### config.mk
export PLATFORM = sky130hd
export DESIGN_NAME = binary_pulse_encoder
export DESIGN_NICKNAME = d
export VERILOG_FILES = /design/src/rtl/binary_pulse_encoder.sv
export SDC_FILE = /design/constraint.sdc
export NUM_CORES = 1
export LEC_CHECK = 0
export BUFFER_PORTS_ARGS = -buffer_cell sky130_fd_sc_hd__buf_2
export CAP_MARGIN = 15
export CORE_AREA = 10 10 47 49
export CTS_CLUSTER_SIZE = 24
export DETAILED_ROUTE_END_ITERATION = 7
export DIE_AREA = 0 0 57 59
export HOLD_SLACK_MARGIN = 0.03
export PLACE_DENSITY = 0.59
export SETUP_SLACK_MARGIN = 0.05
export SYNTH_ARGS = -nofsm -noshare
export SYNTH_HDL_FRONTEND = slang
export SYNTH_SLANG_ARGS = --single-unit
export TNS_END_PERCENT = 50
### constraint.sdc
create_clock -name clk -period 2.08 [get_ports clk]
set_clock_uncertainty 0.05 [all_clocks]
set_input_delay 0 -clock clk [delete_from_list [all_inputs] [get_ports clk]]
set_output_delay 0 -clock clk [all_outputs]
set_load 0.02 [all_outputs]
### src/rtl/binary_pulse_encoder.sv
// binary_pulse_encoder: walks a mirror of a downstream pulse-driven up/down
// counter toward a requested target by emitting one-cycle inc/dec pulses,
// optionally spaced by GAP idle cycles, then flags completion with done.
module binary_pulse_encoder #(
  parameter int WIDTH = 3,
  parameter int GAP   = 0
) (
  input  logic             clk,
  input  logic             rst,
  input  logic [WIDTH-1:0] target,
  input  logic             target_valid,
  output logic             target_ready,
  output logic             inc,
  output logic             dec,
  output logic [WIDTH-1:0] mirror,
  output logic             busy,
  output logic             done
);

  // Gap counter needs to hold GAP; keep at least one bit so GAP=0 still elaborates.
  localparam int GW = (GAP > 0) ? $clog2(GAP + 1) : 1;

  typedef enum logic {IDLE, RUN} state_t;

  state_t           state, state_n;
  logic [WIDTH-1:0] tgt_reg, tgt_n;
  logic [WIDTH-1:0] mirror_n;
  logic [GW-1:0]    gap_cnt, gap_n;
  logic             inc_n, dec_n, done_n;

  // Ready only while idle and not being reset, so an accept can never race reset.
  assign target_ready = (state == IDLE) && !rst;
  assign busy         = (state == RUN);

  // State register; reset discards any latched target and in-flight pulse.
  always_ff @(posedge clk) begin
    if (rst) begin
      state   <= IDLE;
      tgt_reg <= '0;
      mirror  <= '0;
      gap_cnt <= '0;
      inc     <= 1'b0;
      dec     <= 1'b0;
      done    <= 1'b0;
    end else begin
      state   <= state_n;
      tgt_reg <= tgt_n;
      mirror  <= mirror_n;
      gap_cnt <= gap_n;
      inc     <= inc_n;
      dec     <= dec_n;
      done    <= done_n;
    end
  end

  // Next-state: latch target on accept, then one step per non-gap cycle.
  always_comb begin
    state_n  = state;
    tgt_n    = tgt_reg;
    mirror_n = mirror;
    gap_n    = gap_cnt;
    inc_n    = 1'b0;
    dec_n    = 1'b0;
    done_n   = 1'b0;
    unique case (state)
      IDLE: begin
        if (target_valid) begin
          tgt_n   = target;
          state_n = RUN;
        end
      end
      RUN: begin
        if (gap_cnt != '0) begin
          gap_n = gap_cnt - 1'b1;
        end else if (mirror < tgt_reg) begin
          inc_n    = 1'b1;
          mirror_n = mirror + 1'b1;
          gap_n    = GW'(GAP);
        end else if (mirror > tgt_reg) begin
          dec_n    = 1'b1;
          mirror_n = mirror - 1'b1;
          gap_n    = GW'(GAP);
        end else begin
          done_n  = 1'b1;
          state_n = IDLE;
        end
      end
      default: state_n = IDLE;
    endcase
  end

endmodule

Word level (Yosys, flattened, before mapping)
Index checks and enable logic that the tools add are counted.
- output and inout bits: 8
- input port bits: 6
- bits in registers: 11
- add/subtract/negate cells: 3
- reductions and logical operators: 7
- bitwise operators: 2
- muxes and demuxes: 10
- order comparisons: 2
- operators with widths (kind ; number):
    $mux 1 ; 7
    $mux 3 ; 2
    $reduce_or 4->1 ; 1
    $add 3x1->3 const B ; 1
    $gt 3x3->1 ; 1
    $lt 3x3->1 ; 1
    $reduce_and 3->1 ; 1
    $reduce_or 3->1 ; 1
    $sub 3x1->3 const B ; 1
    $not 1->1 ; 2
    $pmux 1 s2 ; 1
    $reduce_and 2->1 ; 1
    $reduce_bool 2->1 ; 1
    $logic_and 1x1->1 ; 1
    $logic_not 1->1 ; 1
    $sub 1x1->1 const B ; 1

Longest topological paths before layout
Gate-level depths: netlist of run 1.
- depth in word-level cells: 5
- gate-level depth with buffers: 8
- gate-level depth less buffers: 8

Worst setup path before layout of run 1
Ideal clock, no wire load.
- path type: register to register
- start point: register mirror[2]
- end point: register mirror[2]
- cell stages (with the launch flop): 8
- setup slack: -0.082 ns
- library setup time: 0.123 ns
- data arrival time: 1.989 ns
- cell sequence: dfxtp_1 > ha_1 > a21oi_1 > nand2_2 > fa_1 > nand3b_1 > mux2i_1 > mux2_1
- cells in the longest elaborated chain, start to end: 3
- ends and longest elaborated chain (item ; line ; source):
    from (decl) ; 15 ; output logic [WIDTH-1:0] mirror,
    from (signal assigned) ; 48 ; mirror <= mirror_n;
    $sub 3x1->3, or another cell as far along ; 81 ; mirror_n = mirror - 1'b1;
    $mux 3 or $reduce_bool 2->1 (tied branches) ; n/a ;
    $mux 3 or $reduce_and 3->1 (tied branches) ; n/a ;
Several ways; a longest one is shown, not always the timed one. The select of a mux whose other input is x is not followed.
A chain may end at the register's enable or synchronous reset.

Worst setup path in the final report of run 1
- start point: register tgt_reg[1]
- end point: register mirror[2]
- cells in the longest elaborated chain, start to end: 3
- ends and longest elaborated chain (item ; line ; source):
    from (decl) ; 26 ; logic [WIDTH-1:0] tgt_reg, tgt_n;
    from (signal assigned) ; 47 ; tgt_reg <= tgt_n;
    $lt 3x3->1 or $gt 3x3->1 (tied branches) ; 75, 79 ;
    $reduce_bool 2->1 (no line) ; n/a ;
    $reduce_and 3->1 (no line) ; n/a ;
Several ways; a longest one is shown, not always the timed one.

==> qor.yml, run 1 <==
status: "finished clean"
grt_usage_pct: 6.47
grt_start_max_net_pins: 12
tns_ps: 0
slew_headroom_pct: 81.8
seq_area_frac_synth_pct: 42.9
ir_drop_uv: 409
max_stage_delay_ps: 340
yosysWarnings: 0
cts_tree: "yes"
synth_top_family_by_area: "simple AND/OR/NAND/NOR gates"
dr.pass1.iters: 4
hpwl_um: 741
power_w: 0.000643
critPathMaxFanout: 2
die_x_um: 57
timing.fmax_mhz: 507
dp_cells: 80
slew_viol_final: 0
antenna_cells: 0
synth_cells: 50
antenna_found_initial: 0
synth_area_per_cell_um2: 9.33
grt_pass1_wl_mm: 1.73
tightest_slew_ps: 272
post-synth-top-area-cell: "dfxtp_1"
cts_sinks: 10
pwr-share-comb_pct: 42.5
period_minus_slack_ps: 1970
period_share_pct: 94.8
worst_hold_path_type: "primary input to flip-flop"
netlist_area_um2: 467
wl_per_cell_um: 10.6
ios: 14
stdcell_area_um2: 677
hold_viol: 0
synthesis.nets: 60
internal_power_w: 0.000418
synth-simple-area-share_pct: 23.9
placed_area_um2: 582
worstPathArrival_ps: 2070
synth_fa_ha_area_share_pct: 12.3
area_delta_synth_final_pct: 45.0
nNetsFinal: 86
critical_path_class: "flip-flop to flip-flop"
setup_viol: 0
slowest_stage: "fa_2"
grt_pass1_vias: 407
critPathCaptureType: "flip-flop"
cellPowerDensity_nw_per_um2: 951
overflow: 0
dieArea_um2: 3360
clockPowerShare_pct: 20.1
drive_above_1_share_pct: 36.5
power.switching_w: 0.000225
drt-vias-per-instance: 4.47
initial_utilization_pct: 33.3
required_ps: 2180
pwr-share-seq_pct: 37.4
die-height_um: 59
cts-root-buf: "clkbuf_4"
muxShareOfSynthArea_pct: 8.85
final_core_util_pct: 48.3
row_count: 14
gp_congestion: 0.697
synth-compound-area-share_pct: 6.17
postRouteAntennaNets: 0
clkLatencyLatePin_ps: 260
r2r_slack_ps: 110
htree_levels: 1
instances_no_fill: 90
switching_share_pct: 35.0
critPathMostFrequentCell: "nand3b_1"
core_area_um2: 1400
worstPathCellList: "inv_1 -> ha_1 -> nand3b_1 -> nand2_2 -> fa_2 -> nand3b_1 -> mux2i_1 -> mux2_1"
drv_cap: 0
drt-total-wl_um: 952
power_leakage_nw: 0.322
synth-seq-cells: 10
route.detailed.drc: 0
synthXorXnorAreaFrac_pct: 1.88
ys_types: 18
vias: 402
cts-buffers-inserted: 3
cts_max_path_buffers: 2
clk_pin_slew_worst_paths_ps: 60
synth_area_leaders: "dfxtp_1, ha_1, nor2_1"
cts_setup_buffers: 0
synth_top_area_share_pct: 42.9
start_kind: "flip-flop"
port_buffers: 13
rsz0062_at_grt: "yes"
drt_iter0_drc: 3
-- power by group through the flow --
stage / Combinational (W) / Sequential [W] / Clock, W
2_1_floorplan: 0.000152 / 0.000272 / 0
3_3_place_gp: 0.000257 / 0.000244 / 0
3_5_place_dp: 0.000260 / 0.000245 / 0
4_1_cts: 0.000278 / 0.000241 / 0.000137
5_1_grt: 0.000313 / 0.000244 / 0.000145
6_report: 0.000273 / 0.000241 / 0.000129
-- layout by cell type, fill, tap and decap left out, drive strengths merged --
| cell | n |
|---|---|
| buf | 15 |
| clkbuf | 3 |
| dlygate4sd3 | 7 |
| ha | 3 |
| nand3b | 3 |
| nand3 | 1 |
| dfxtp | 10 |
| nand2 | 2 |
| inv | 4 |
| o21ai | 1 |
| nor2b | 3 |
| fa | 1 |
| nor3b | 2 |
| xnor2 | 1 |
| a21oi | 4 |
| mux2i | 3 |
| nor2 | 10 |
| mux2 | 1 |
-- logic make-up after synthesis --
logic type | after synthesis
simple gates | 21
flops | 10
compound gates | 5
buf+inv | 5
mux | 4
fa+ha+maj | 4
xor+xnor | 1
-- timing repair --
action                                  CTS  global route
hold endpoints to repair                  7             0
resized for setup                         2             0
hold buffers                              7             0
endpoints found under the setup margin    1             1
-- worst max-delay path: cells and delay by family, from the launching register on --
family,cells,cell delay [ps]
DFF,1,300
and+or+nand+nor,3,330
buffers and inverters,1,50
adders and majority gates,2,630
muxes,2,510
-- final cells by class --
type / count / area (um^2)
inverter: 4 / 15.0
timing repair buffer: 22 / 150
clock buffer: 3 / 22.5
fill: 141 / 724
tap: 16 / 20.0
sequential: 10 / 203
multi-input combinational: 35 / 267
-- synth_stat cells, drive strengths merged --
| cell type | count |
|---|---|
| nand3 | 1 |
| dfxtp | 10 |
| inv | 4 |
| nand3b | 3 |
| nor2 | 10 |
| mux2i | 3 |
| nor3b | 2 |
| nand2 | 2 |
| a21oi | 4 |
| fa | 1 |
| xnor2 | 1 |
| o21ai | 1 |
| mux2 | 1 |
| nor2b | 3 |
| ha | 3 |
| clkbuf | 1 |
-- path summary, 6_finish.rpt --
kind | from | to | cells past startpoint
hold reg to reg | mirror[2] | mirror[2] | 2
setup reg to reg | tgt_reg[1] | mirror[2] | 8
hold / removal | target_valid | busy | 4
setup / recovery | tgt_reg[1] | mirror[2] | 8
-- metal layers --
layer	wire, um	global-route usage (%)
met1	428	6.73
met2	440	10.1
met3	73	4.08
met4	9	3.02
met5	0	0
-- per-stage QoR --
stage	worst slack [ps]	hold WS [ps]
global placement	60.2	172
global route	18.7	121
CTS	91.9	106
finish	107	121
floorplan	68.0	88.6
detailed placement	44.9	181
(Power assumes the default switching activity.)
==> inputs of run 2 (changes only) <==
==> constraint.sdc (replaced) <==
create_clock -name clk -period 1.6 [get_ports clk]
set_clock_uncertainty 0.05 [all_clocks]
set_input_delay 0 -clock clk [delete_from_list [all_inputs] [get_ports clk]]
set_output_delay 0 -clock clk [all_outputs]
set_load 0.02 [all_outputs]
==> run 2 against run 1 <==
Net effect:
- sequential cell count unchanged
- clock power is 36% higher
- the run now ends with setup timing left
- worst hold slack is essentially flat
==> qor.yml, run 2 (synthesis results as in run 1) <==
cts_tree: "yes"
post-place-ws_ps: -349
dp_cells: 85
nNetsFinal: 88
cts-root-buf: "clkbuf_4"
die-height_um: 59
wl_per_cell_um: 10.9
clockPowerShare_pct: 19.6
timing.fmax_mhz: 518
dieArea_um2: 3360
grt_pass1_vias: 451
cts_setup_buffers: 0
tightest_slew_ps: 293
start_kind: "flip-flop"
gp_congestion: 0.718
internal_power_w: 0.000585
drive_above_1_share_pct: 45.5
power.switching_w: 0.000305
instances_no_fill: 93
status: "complete, but fails checks"
violations: "setup timing"
clk_pin_slew_worst_paths_ps: 70
rsz0062_at_grt: "yes"
area_delta_synth_final_pct: 52.0
fin_hold_ws_ps: 121
period_share_pct: 121
layout_commonest_cell: "buf_2"
antenna_found_initial: 0
port_buffers: 13
worst_hold_path_type: "primary input to flip-flop"
ir_drop_uv: 546
vias: 419
htree_levels: 1
placed_area_um2: 641
layout_common_cells: "buf_2, nor2_1, dfxtp_1, buf_4, dlygate4sd3_1"
dr.pass1.iters: 3
grt_start_max_net_pins: 12
overflow: 0
required_ps: 1710
slew_viol_final: 0
hold_viol: 0
power_w: 0.000890
power_leakage_nw: 0.329
critical_path_class: "flip-flop to flip-flop"
drt-vias-per-instance: 4.51
drv_cap: 0
cts_max_path_buffers: 2
drt_iter0_drc: 2
critPathMaxFanout: 3
switching_share_pct: 34.3
antenna_cells: 0
cts-buffers-inserted: 3
clkLatencyLatePin_ps: 260
seq_area_um2: 209
slew_headroom_pct: 80.5
cellPowerDensity_nw_per_um2: 1250
pwr-share-comb_pct: 45.0
ios: 14
initial_utilization_pct: 33.3
postRouteAntennaNets: 0
core_area_um2: 1400
critPathCaptureType: "flip-flop"
cts_sinks: 10
grt_usage_pct: 6.74
setup_viol: 2
drt-total-wl_mm: 1.01
fin_ws_ps: -332
worstPathArrival_ps: 2040
row_count: 14
stdcell_area_um2: 709
die_x_um: 57
multiInputGateArea_um2: 282
pwr-share-seq_pct: 35.4
period_minus_slack_ps: 1930
grt_pass1_wl_mm: 1.79
route.detailed.drc: 0
fillers: 143
-- run 2: cell count changes in the layout (fill, tap and decap cells not counted), sizes merged --
cell         before  now
buf              15   20
dlygate4sd3       7    4
clkinv            0    1
-- run 2: path summary, 6_finish.rpt --
path	depth (start not counted)	start	slack, ps	end
setup reg to reg	7	mirror[2]	-330	mirror[2]
setup / recovery	7	mirror[2]	-330	mirror[2]
hold / removal	4	target_valid	120	busy
hold reg to reg	2	tgt_reg[0]	460	tgt_reg[0]
-- run 2: stage by stage --
step / setup TNS (ps) / utilization [%]
after floorplan: -437 / -
after global routing: -523 / 50.6
final: -335 / 50.6
after CTS: -366 / 50.6
after detailed placement: -359 / 45.7
after global placement: -322 / 45.7
-- run 2: routing by layer --
layer | track usage [%] | wire length [um] | share of wire, % | up-vias
met1 | 6.64 | 444 | 44 | 184
li1 | - | - | - | 222
met4 | 2.01 | 0 | 0 | 0
met3 | 5.36 | 104 | 10 | 0
met2 | 10.7 | 461 | 46 | 13
met5 | 0 | 0 | 0 | -
-- run 2: power groups by stage --
| stage | clock (W) | sequential (W) | combinational [W] |
|---|---|---|---|
| after floorplan | 0 | 0.000362 | 0.000208 |
| after global placement | 0 | 0.000320 | 0.000394 |
| after detailed placement | 0 | 0.000321 | 0.000400 |
| after CTS | 0.000186 | 0.000315 | 0.000409 |
| after global routing | 0.000200 | 0.000320 | 0.000452 |
| final | 0.000175 | 0.000315 | 0.000400 |
-- run 2: repair_timing --
item	4_1_cts	5_1_grt
endpoints found under the hold margin	7	0
hold buffers	4	0
endpoints found under the setup margin	2	2
resized for setup	1	1
pin swaps	0	2
-- run 2: area by class of cell --
type	count	area share, %
sequential	10	29.5
tap	16	2.82
timing repair buffer	24	22.2
inverter	4	2.12
multi-input combinational	35	39.7
clock buffer	3	3.17
clock inverter	1	0.529
-- run 2: critical path, stage by stage, from the launching register on --
cell and delay (ps):
dfxtp_4 360, ha_4 250, a21oi_2 130, nand2_2 70
fa_2 330, nand3b_1 160, mux2i_1 160, mux2_1 320
